$ cat src/rtl/eth_rx_axi_burst_reader.sv
// AXI4 read-channel front end for the Ethernet RX path: burst reads of status
// registers and of the FWFT RX FIFO data window, with frame-boundary padding.
module eth_rx_axi_burst_reader #(
  parameter int              DATA_W   = 32,
  parameter int              ADDR_W   = 16,
  parameter int              COUNT_W  = 16,
  parameter logic [ADDR_W-1:0] A_STATUS = 'h0000,
  parameter logic [ADDR_W-1:0] A_COUNT  = 'h0004,
  parameter logic [ADDR_W-1:0] A_PROTO  = 'h0008,
  parameter logic [ADDR_W-1:0] A_FRAMES = 'h000C,
  parameter logic [ADDR_W-1:0] A_DATA   = 'h0010
) (
  input  logic               clk_100_mhz,
  input  logic               rst,
  input  logic [ADDR_W-1:0]  s_araddr,
  input  logic [7:0]         s_arlen,
  input  logic               s_arvalid,
  output logic               s_arready,
  output logic [DATA_W-1:0]  s_rdata,
  output logic [1:0]         s_rresp,
  output logic               s_rlast,
  output logic               s_rvalid,
  input  logic               s_rready,
  input  logic               rx_ready,
  input  logic [COUNT_W-1:0] rx_byte_count,
  input  logic [15:0]        rx_protocol_type,
  input  logic [DATA_W-1:0]  rx_data,
  output logic               rx_read_en,
  output logic               rx_clear
);
  localparam int BYTES = DATA_W / 8;
  localparam int SHIFT = $clog2(BYTES);

  typedef enum logic [1:0] {IDLE = 2'd0, BURST = 2'd1, CLEAR = 2'd2} state_t;
  typedef struct packed {
    logic [ADDR_W-1:0] addr;
    logic [8:0]        beats_left;
  } ar_req_t;

  state_t           state, state_nx;
  ar_req_t          req;
  logic             frame_active, frame_done;
  logic [COUNT_W:0] remaining, frame_words;
  logic [31:0]      frames;
  logic             beat_ok, ar_hs, r_hs, is_data, pop, last_word, frame_start, mapped;
  logic [DATA_W-1:0] rd_val;

  // Words in the frame, rounded up to whole bus beats.
  assign frame_words = ({1'b0, rx_byte_count} + (COUNT_W+1)'(BYTES-1)) >> SHIFT;
  assign beat_ok     = (state == BURST) && !rst;
  assign ar_hs       = (state == IDLE) && !rst && s_arvalid;
  assign r_hs        = beat_ok && s_rready;
  assign is_data     = (req.addr == A_DATA);
  assign pop         = r_hs && is_data && frame_active && (remaining != '0);
  assign last_word   = pop && (remaining == (COUNT_W+1)'(1));
  assign frame_start = ar_hs && (s_araddr == A_DATA) && !frame_active && rx_ready;

  always_ff @(posedge clk_100_mhz) begin
    if (rst) state <= IDLE;
    else     state <= state_nx;
  end

  always_ff @(posedge clk_100_mhz) begin
    if (rst) begin
      req          <= '0;
      frame_active <= 1'b0;
      frame_done   <= 1'b0;
      remaining    <= '0;
      frames       <= '0;
    end else begin
      if (ar_hs) begin
        req.addr       <= s_araddr;
        req.beats_left <= {1'b0, s_arlen} + 9'd1;
      end
      // A zero-length frame is finished the moment it is picked up.
      if (frame_start) begin
        if (rx_byte_count == '0) begin
          frame_done <= 1'b1;
        end else begin
          frame_active <= 1'b1;
          remaining    <= frame_words;
        end
      end
      if (r_hs) req.beats_left <= req.beats_left - 9'd1;
      if (pop) remaining <= remaining - (COUNT_W+1)'(1);
      if (last_word) begin
        frame_active <= 1'b0;
        frame_done   <= 1'b1;
      end
      if (state == CLEAR) begin
        frame_done <= 1'b0;
        frames     <= frames + 32'd1;
      end
    end
  end

  always_comb begin
    state_nx = state;
    case (state)
      IDLE:    if (ar_hs) state_nx = BURST;
      BURST:   if (r_hs && req.beats_left == 9'd1)
                 state_nx = (frame_done || last_word) ? CLEAR : IDLE;
      CLEAR:   state_nx = IDLE;
      default: state_nx = IDLE;
    endcase
  end

  // Beat payload is combinational so FIFO data follows the FWFT head with no bubble.
  always_comb begin
    rd_val = '0;
    mapped = 1'b1;
    case (req.addr)
      A_STATUS: rd_val[1:0] = {frame_active, rx_ready};
      A_COUNT:  rd_val[COUNT_W-1:0] = rx_byte_count;
      A_PROTO:  rd_val[15:0] = rx_protocol_type;
      A_FRAMES: rd_val[31:0] = frames;
      A_DATA:   if (frame_active && remaining != '0) rd_val = rx_data;
      default:  mapped = 1'b0;
    endcase
  end

  always_comb begin
    s_arready  = 1'b0;
    s_rvalid   = 1'b0;
    s_rlast    = 1'b0;
    s_rresp    = 2'b00;
    s_rdata    = '0;
    rx_read_en = 1'b0;
    rx_clear   = 1'b0;
    if (!rst) begin
      case (state)
        IDLE:  s_arready = 1'b1;
        BURST: begin
          s_rvalid   = beat_ok;
          s_rlast    = (req.beats_left == 9'd1);
          s_rresp    = mapped ? 2'b00 : 2'b10;
          s_rdata    = rd_val;
          rx_read_en = pop;
        end
        CLEAR: rx_clear = 1'b1;
        default: ;
      endcase
    end
  end
endmodule

$ cat config.mk
export PLATFORM = sky130hd
export DESIGN_NAME = eth_rx_axi_burst_reader
export DESIGN_NICKNAME = d
export VERILOG_FILES = /design/src/rtl/eth_rx_axi_burst_reader.sv
export SDC_FILE = /design/constraint.sdc
export NUM_CORES = 1
export LEC_CHECK = 0
export CAP_MARGIN = 20
export CELL_PAD_IN_SITES_DETAIL_PLACEMENT = 1
export CELL_PAD_IN_SITES_GLOBAL_PLACEMENT = 1
export CORE_ASPECT_RATIO = 1.1
export CORE_MARGIN = 4
export CORE_UTILIZATION = 36
export DETAILED_ROUTE_END_ITERATION = 7
export HOLD_SLACK_MARGIN = 0.02
export PLACE_DENSITY = 0.83
export SETUP_SLACK_MARGIN = 0.1
export SYNTH_ARGS = -nofsm -noshare
export SYNTH_HDL_FRONTEND = slang
export SYNTH_SLANG_ARGS = --single-unit
$ cat constraint.sdc
create_clock -name clk_100_mhz -period 2.9 [get_ports clk_100_mhz]
set_clock_uncertainty 0.15 [all_clocks]
set_input_delay 0.58 -clock clk_100_mhz [delete_from_list [all_inputs] [get_ports clk_100_mhz]]
set_output_delay 0.58 -clock clk_100_mhz [all_outputs]
set_load 0.01 [all_outputs]
# --- Word-level counts from Yosys, hierarchy flattened ---
# Index checks and enable logic that the tools add are counted.
classes:
  add_sub_neg: 5
  n_eq_ne: 12
  n_mux: 32
  n_bitwise: 1
  reduce_logical: 31
op_table:
  columns: ["op", "n"]
  rows:
  - ["32-bit 2-to-1 mux", 3]
  - ["14-bit one-hot mux with 4 select lines", 1]
  - ["17-bit 2-to-1 mux", 3]
  - ["32-bit by 1-bit adder with 32-bit output, second input constant", 1]
  - ["16-bit by 4-bit equality test with 1-bit output, second input constant", 2]
  - ["16-bit by 5-bit equality test with 1-bit output, second input constant", 2]
  - ["16-bit logical NOT", 2]
  - ["16-bit one-hot mux with 2 select lines", 1]
  - ["9-bit 2-to-1 mux", 2]
  - ["16-bit by 2-bit adder with 17-bit output, second input constant", 1]
  - ["17-bit by 1-bit equality test with 1-bit output, second input constant", 1]
  - ["17-bit nonzero test", 1]
  - ["17-bit by 1-bit subtractor with 17-bit output, second input constant", 1]
  - ["16-bit by 3-bit equality test with 1-bit output, second input constant", 1]
  - ["1-bit 2-to-1 mux", 14]
  - ["1-bit logical AND", 13]
  - ["2-bit 2-to-1 mux", 6]
  - ["2-bit one-hot mux with 5 select lines", 1]
  - ["8-bit by 1-bit adder with 9-bit output, second input constant", 1]
  - ["9-bit by 1-bit equality test with 1-bit output, second input constant", 1]
  - ["9-bit by 1-bit subtractor with 9-bit output, second input constant", 1]
  - ["2-bit AND reduction", 4]
  - ["2-bit nonzero test", 4]
  - ["5-bit OR reduction", 1]
  - ["other kinds (10)", 13]
word_totals:
  ff_bits: 78
  in_bits: 93
  output_inout_bits: 39
  word_cells: 88

# --- Depth between registers and ports, before layout ---
depth:
  depth_word: 11
  mapped_depth: 9
  depth_no_buf: 8

# --- Worst setup path after synthesis ---
# No wires, ideal clock.
synth_path:
  path_type: "reg-to-output"
  from: "register req[23] (netlist bit)"
  to: "output port s_rdata[25]"
  arrival_ps: 1858
  required_ps: 2170
  path_slack_ps: 312
  path_stages_with_launch: 9
  n_path_buf: 2
  cell_sequence: "dfxtp_1 > nor4_2 > nand4_2 > or2_2 > buf_2 > nor2_4 > buf_6 > a22oi_1 > nor2_1"
synth_between:
  elab_chain_cells: 4
  elab_cells_between_ends: 5
  classes_between: "eq/ne: 2; mux: 3"
synth_rtl:
  columns: ["element", "line_no", "source"]
  rows:
  - ["from (decl)", "41", "ar_req_t req;"]
  - ["16-bit by 5-bit equality test with 1-bit output / 16-bit by 4-bit equality test with 1-bit output (equally long branches)", "112", "case (req.addr)"]
  - ["16-bit one-hot mux with 2 select lines *", "112", null]
  - ["32-bit 2-to-1 mux *", "131", "case (state)"]
  - ["32-bit 2-to-1 mux *", "130", "if (!rst) begin"]
  - ["to (decl)", "19", "output logic [DATA_W-1:0] s_rdata,"]
# Every way passes the cells marked *; elsewhere a longest branch is shown, timed or not.

# --- Final worst setup path ---
layout_path:
  from: "register req[24] (netlist bit)"
  to: "output port s_rdata[24]"
# Same word-level chain as after synthesis.

==> impl_metrics.py <==
metrics = {
    "critical_path": {
        "worstSetupPathType": "flop to primary output",
        "reg2reg_from": "req[24]",
        "cp.required_ns": 2.17,
        "end_kind": "primary output",
        "cp_top_family": "simple AND/OR/NAND/NOR gates",
        "crit_chain": "nor4_2 > nand4_2 > buf_4 > or2_4 > nor2_4 > clkbuf_16 > a22oi_2 > nor2_1 > buf_2",
        "critPathMaxStageDelay_ns": 0.33,
        "critPathMaxFanout": 8,
        "cp-startpoint": "req[24]",
        "arrival_ns": 2.33,
        "slowest_stage": "dfxtp_2",
        "path_buf_inv": 3,
        "start_kind": "flop",
    },
    "logic_synthesis": {
        "async_flop_share_pct": 0,
        "synth.distinct_cells": 67,
        "synth_top_family_by_area": "simple AND/OR/NAND/NOR gates",
        "synth_xor_xnor_area_share_pct": 8.225,
        "ys_seq_elements": 78,
        "synthFlopType": "dfxtp_1",
        "yosys.area_share.adder_pct": 1.750,
        "ys_seq_area_share_pct": 31.20,
        "synth_nets": 749,
        "ys_warn_count": 0,
        "netlist_instances": 649,
        "synth_compound_area_share_pct": 17.55,
        "syn_avg_cell_area_sq_um": 7.712,
        "synthMuxAreaShare_pct": 4.900,
        "synth_edf_count": 0,
        "yosys.area_share.simple_pct": 31.78,
        "synth_area_sq_mm": 0.005005,
    },
    "routing": {
        "drtPass1Iterations": 5,
        "route.vias.total": 5723,
        "wl_per_cell_microns": 19.93,
        "drt_iter0_markers": 323,
        "routed_via_density": 5.562,
        "drt-total-wl_mm": 20.51,
        "antenna_left": 0,
        "drc": 0,
    },
    "grt": {
        "grt-ovfl-total": 0,
        "grtUsageTotal_pct": 25.49,
        "antenna_found_initial": 0,
        "grt_pass1_wl_mm": 32.53,
        "grt_pass1_vias": 6190,
        "grt_max_degree": 75,
    },
    "clocking": {
        "h-tree-depth": 3,
        "clk_pin_slew_ns": 0.07,
        "cts-buffers-inserted": 9,
        "clk_path_buf_depth": 2,
        "cts.sinks": 78,
        "ctsRootBufferMaster": "clkbuf_16",
        "tritoncts": "built",
        "clk_latency_ns": 0.35,
    },
    "layout": {
        "syn_to_final_growth_pct": 49.50,
        "nFillCells": 1636,
        "n_antenna_cell": 0,
        "final_cell_count_no_fill": 1029,
        "final_common_cell": "nor2_1",
        "final_cell_area_sq_mm": 0.007482,
        "layout_common_cells": "nor2_1, clkdlybuf4s50_1, nand2_1",
        "drive_above_1_share_pct": 26.04,
        "fin_nets": 940,
    },
    "timing": {
        "hold_viol": 0,
        "min_period_ns": 3.057,
        "slew_headroom_pct": 45.87,
        "setup_ws_ns": -0.1566,
        "slew_violations": 0,
        "rsz0062_at_grt": "yes",
        "fmax_mhz": 327.2,
        "worst_pin_slew_ns": 0.8119,
        "period_share_pct": 105.4,
        "setup_viol": 32,
    },
    "placement": {
        "place_area_sq_mm": 0.006897,
        "placedCellCount": 998,
        "dp_hpwl_mm": 13.97,
        "gp_congestion": 0.8218,
        "numPortBuffers": 130,
    },
    "power": {
        "vdd_drop_max_mv": 0.2289,
        "clockPowerShare_pct": 41.8,
        "power_density_mw_per_mm2": 381.0,
        "power.leakage_nw": 2.751,
        "pwr-share-seq_pct": 39.3,
        "power_switching_mw": 0.7991,
        "swShare_pct": 28.03,
        "intPower_mw": 2.052,
        "combPwrFrac_pct": 18.9,
    },
    "floorplanning": {
        "rows": 44,
        "dieHeight_microns": 131.7,
        "coreArea_sq_mm": 0.01343,
        "dieArea_sq_mm": 0.01585,
        "start_util_pct": 37.26,
        "die_w_microns": 120.4,
        "ios": 132,
    },
    "worst_hold_path": {
        "hold_path.class": "flop to flop",
        "min-delay-start": "req[15]",
    },
    "flow_run": {
        "drv_cap": 0,
    },
    "outcome": {
        "status": "finished, violations left",
        "violations": "negative setup slack",
    },
}
[sequential cells by signal (all words and copies together), names as in the netlist]
signal        count
frames           32
req              25
remaining        17
state             2
frame_active      1
frame_done        1
[metrics by stage]
step           setup WS (ns)  total power [mW]  setup TNS (ns)  hold slack (ns)  utilization [%]
4_1_cts              -0.1599             2.829          -3.572           0.3114            54.69
2_1_floorplan         0.3122             1.337               0           0.2860                -
6_report             -0.1566             2.851          -3.201           0.3074            55.70
3_3_place_gp         -0.2660             1.589          -2.808           0.2960            51.34
5_1_grt              -0.2247             2.950          -6.039           0.3359            55.70
3_5_place_dp         -0.2821             1.604          -4.897           0.3012            51.34
[what timing repair did]
| item | in CTS | in global routing |
|---|---|---|
| endpoints found under the setup margin | 35 | 37 |
| resized for setup | 175 | 20 |
| pin swaps | 32 | 26 |
| cloned | 3 | 1 |
| setup buffers | 7 | 4 |
| hold buffers | 0 | 0 |
[cell families (layout without fill, tap and decap cells)]
| kind of cell | after synthesis | after routing |
|---|---|---|
| DFF | 78 | 78 |
| adders and majority gates | 7 | 7 |
| AOI/OAI and AO/OA | 129 | 129 |
| other | 1 | 1 |
| muxes | 21 | 21 |
| and+or+nand+nor | 320 | 320 |
| xor gates and xnor gates | 47 | 47 |
| buffers and inverters | 46 | 242 |
[layer usage]
layer	track usage (%)	vias up	share of wire (%)
met5	0	-	0
met4	10.33	0	2.9
met3	4.041	42	4.6
met2	44.21	166	52
met1	31.26	2818	41
li1	-	2697	-
[worst register-to-register path: stages, from the launching register on]
cell       delay [ns]
dfxtp_2          0.33
nor4_2           0.28
nand4_2          0.19
buf_4            0.19
buf_4            0.14
a2111oi_4        0.30
buf_4            0.18
buf_4            0.21
mux2_2           0.37
o211a_1          0.21
[cell usage after synthesis (2+ instances only)]
cell type / count / area [sq um]
a2111oi_0: 2 / 17.52
a21oi_1: 49 / 245.2
a22oi_1: 33 / 247.7
a31oi_1: 8 / 50.05
a32oi_1: 2 / 17.52
and2_1: 4 / 25.02
and3_1: 9 / 56.30
and4_1: 6 / 52.55
buf_2: 4 / 20.02
buf_6: 6 / 67.56
clkbuf_1: 23 / 86.33
dfxtp_1: 78 / 1562
ha_1: 7 / 87.58
inv_1: 11 / 41.29
mux2_2: 18 / 202.7
mux2i_1: 2 / 20.02
nand2_1: 83 / 311.6
nand3_1: 24 / 120.1
nand3b_1: 3 / 22.52
nand4_1: 13 / 81.33
nand4_2: 2 / 25.02
nor2_1: 113 / 424.2
nor2b_1: 5 / 31.28
nor3_1: 16 / 80.08
nor4_1: 14 / 87.58
nor4_2: 3 / 37.54
o211ai_1: 3 / 22.52
o21a_1: 3 / 22.52
o21ai_0: 10 / 50.05
o22ai_1: 2 / 12.51
o311ai_0: 3 / 26.28
or2_2: 3 / 18.77
or3_1: 8 / 50.05
xnor2_1: 21 / 183.9
xor2_1: 26 / 227.7
[cell type report]
type	count	area, sq um	area share (%)
flip-flops and latches	78	1569	20.97
well taps	184	230.2	3.077
inverters	11	41.29	0.5518
clock buffers	9	225.2	3.010
repair buffers	215	1901	25.40
multi-input cells	525	3435	45.90
clock inverters	7	81.33	1.087
[power by group through the flow]
| stage | Combinational, mW | Clock, mW | Sequential [mW] |
|---|---|---|---|
| 6_report | 0.538 | 1.19 | 1.12 |
| 5_1_grt | 0.575 | 1.25 | 1.12 |
| 4_1_cts | 0.508 | 1.20 | 1.12 |
| 3_5_place_dp | 0.465 | 0 | 1.14 |
| 3_3_place_gp | 0.452 | 0 | 1.14 |
| 2_1_floorplan | 0.204 | 0 | 1.13 |
[path summary, 6_finish.rpt]
kind / slack [ns] / endpoint / depth (start not counted)
max: -0.16 / s_rdata[24] / 9
min: 0.31 / req[15] / 2
min reg2reg: 0.31 / req[15] / 2
max reg2reg: 0.26 / remaining[3] / 9
(Power assumes the default switching activity.)
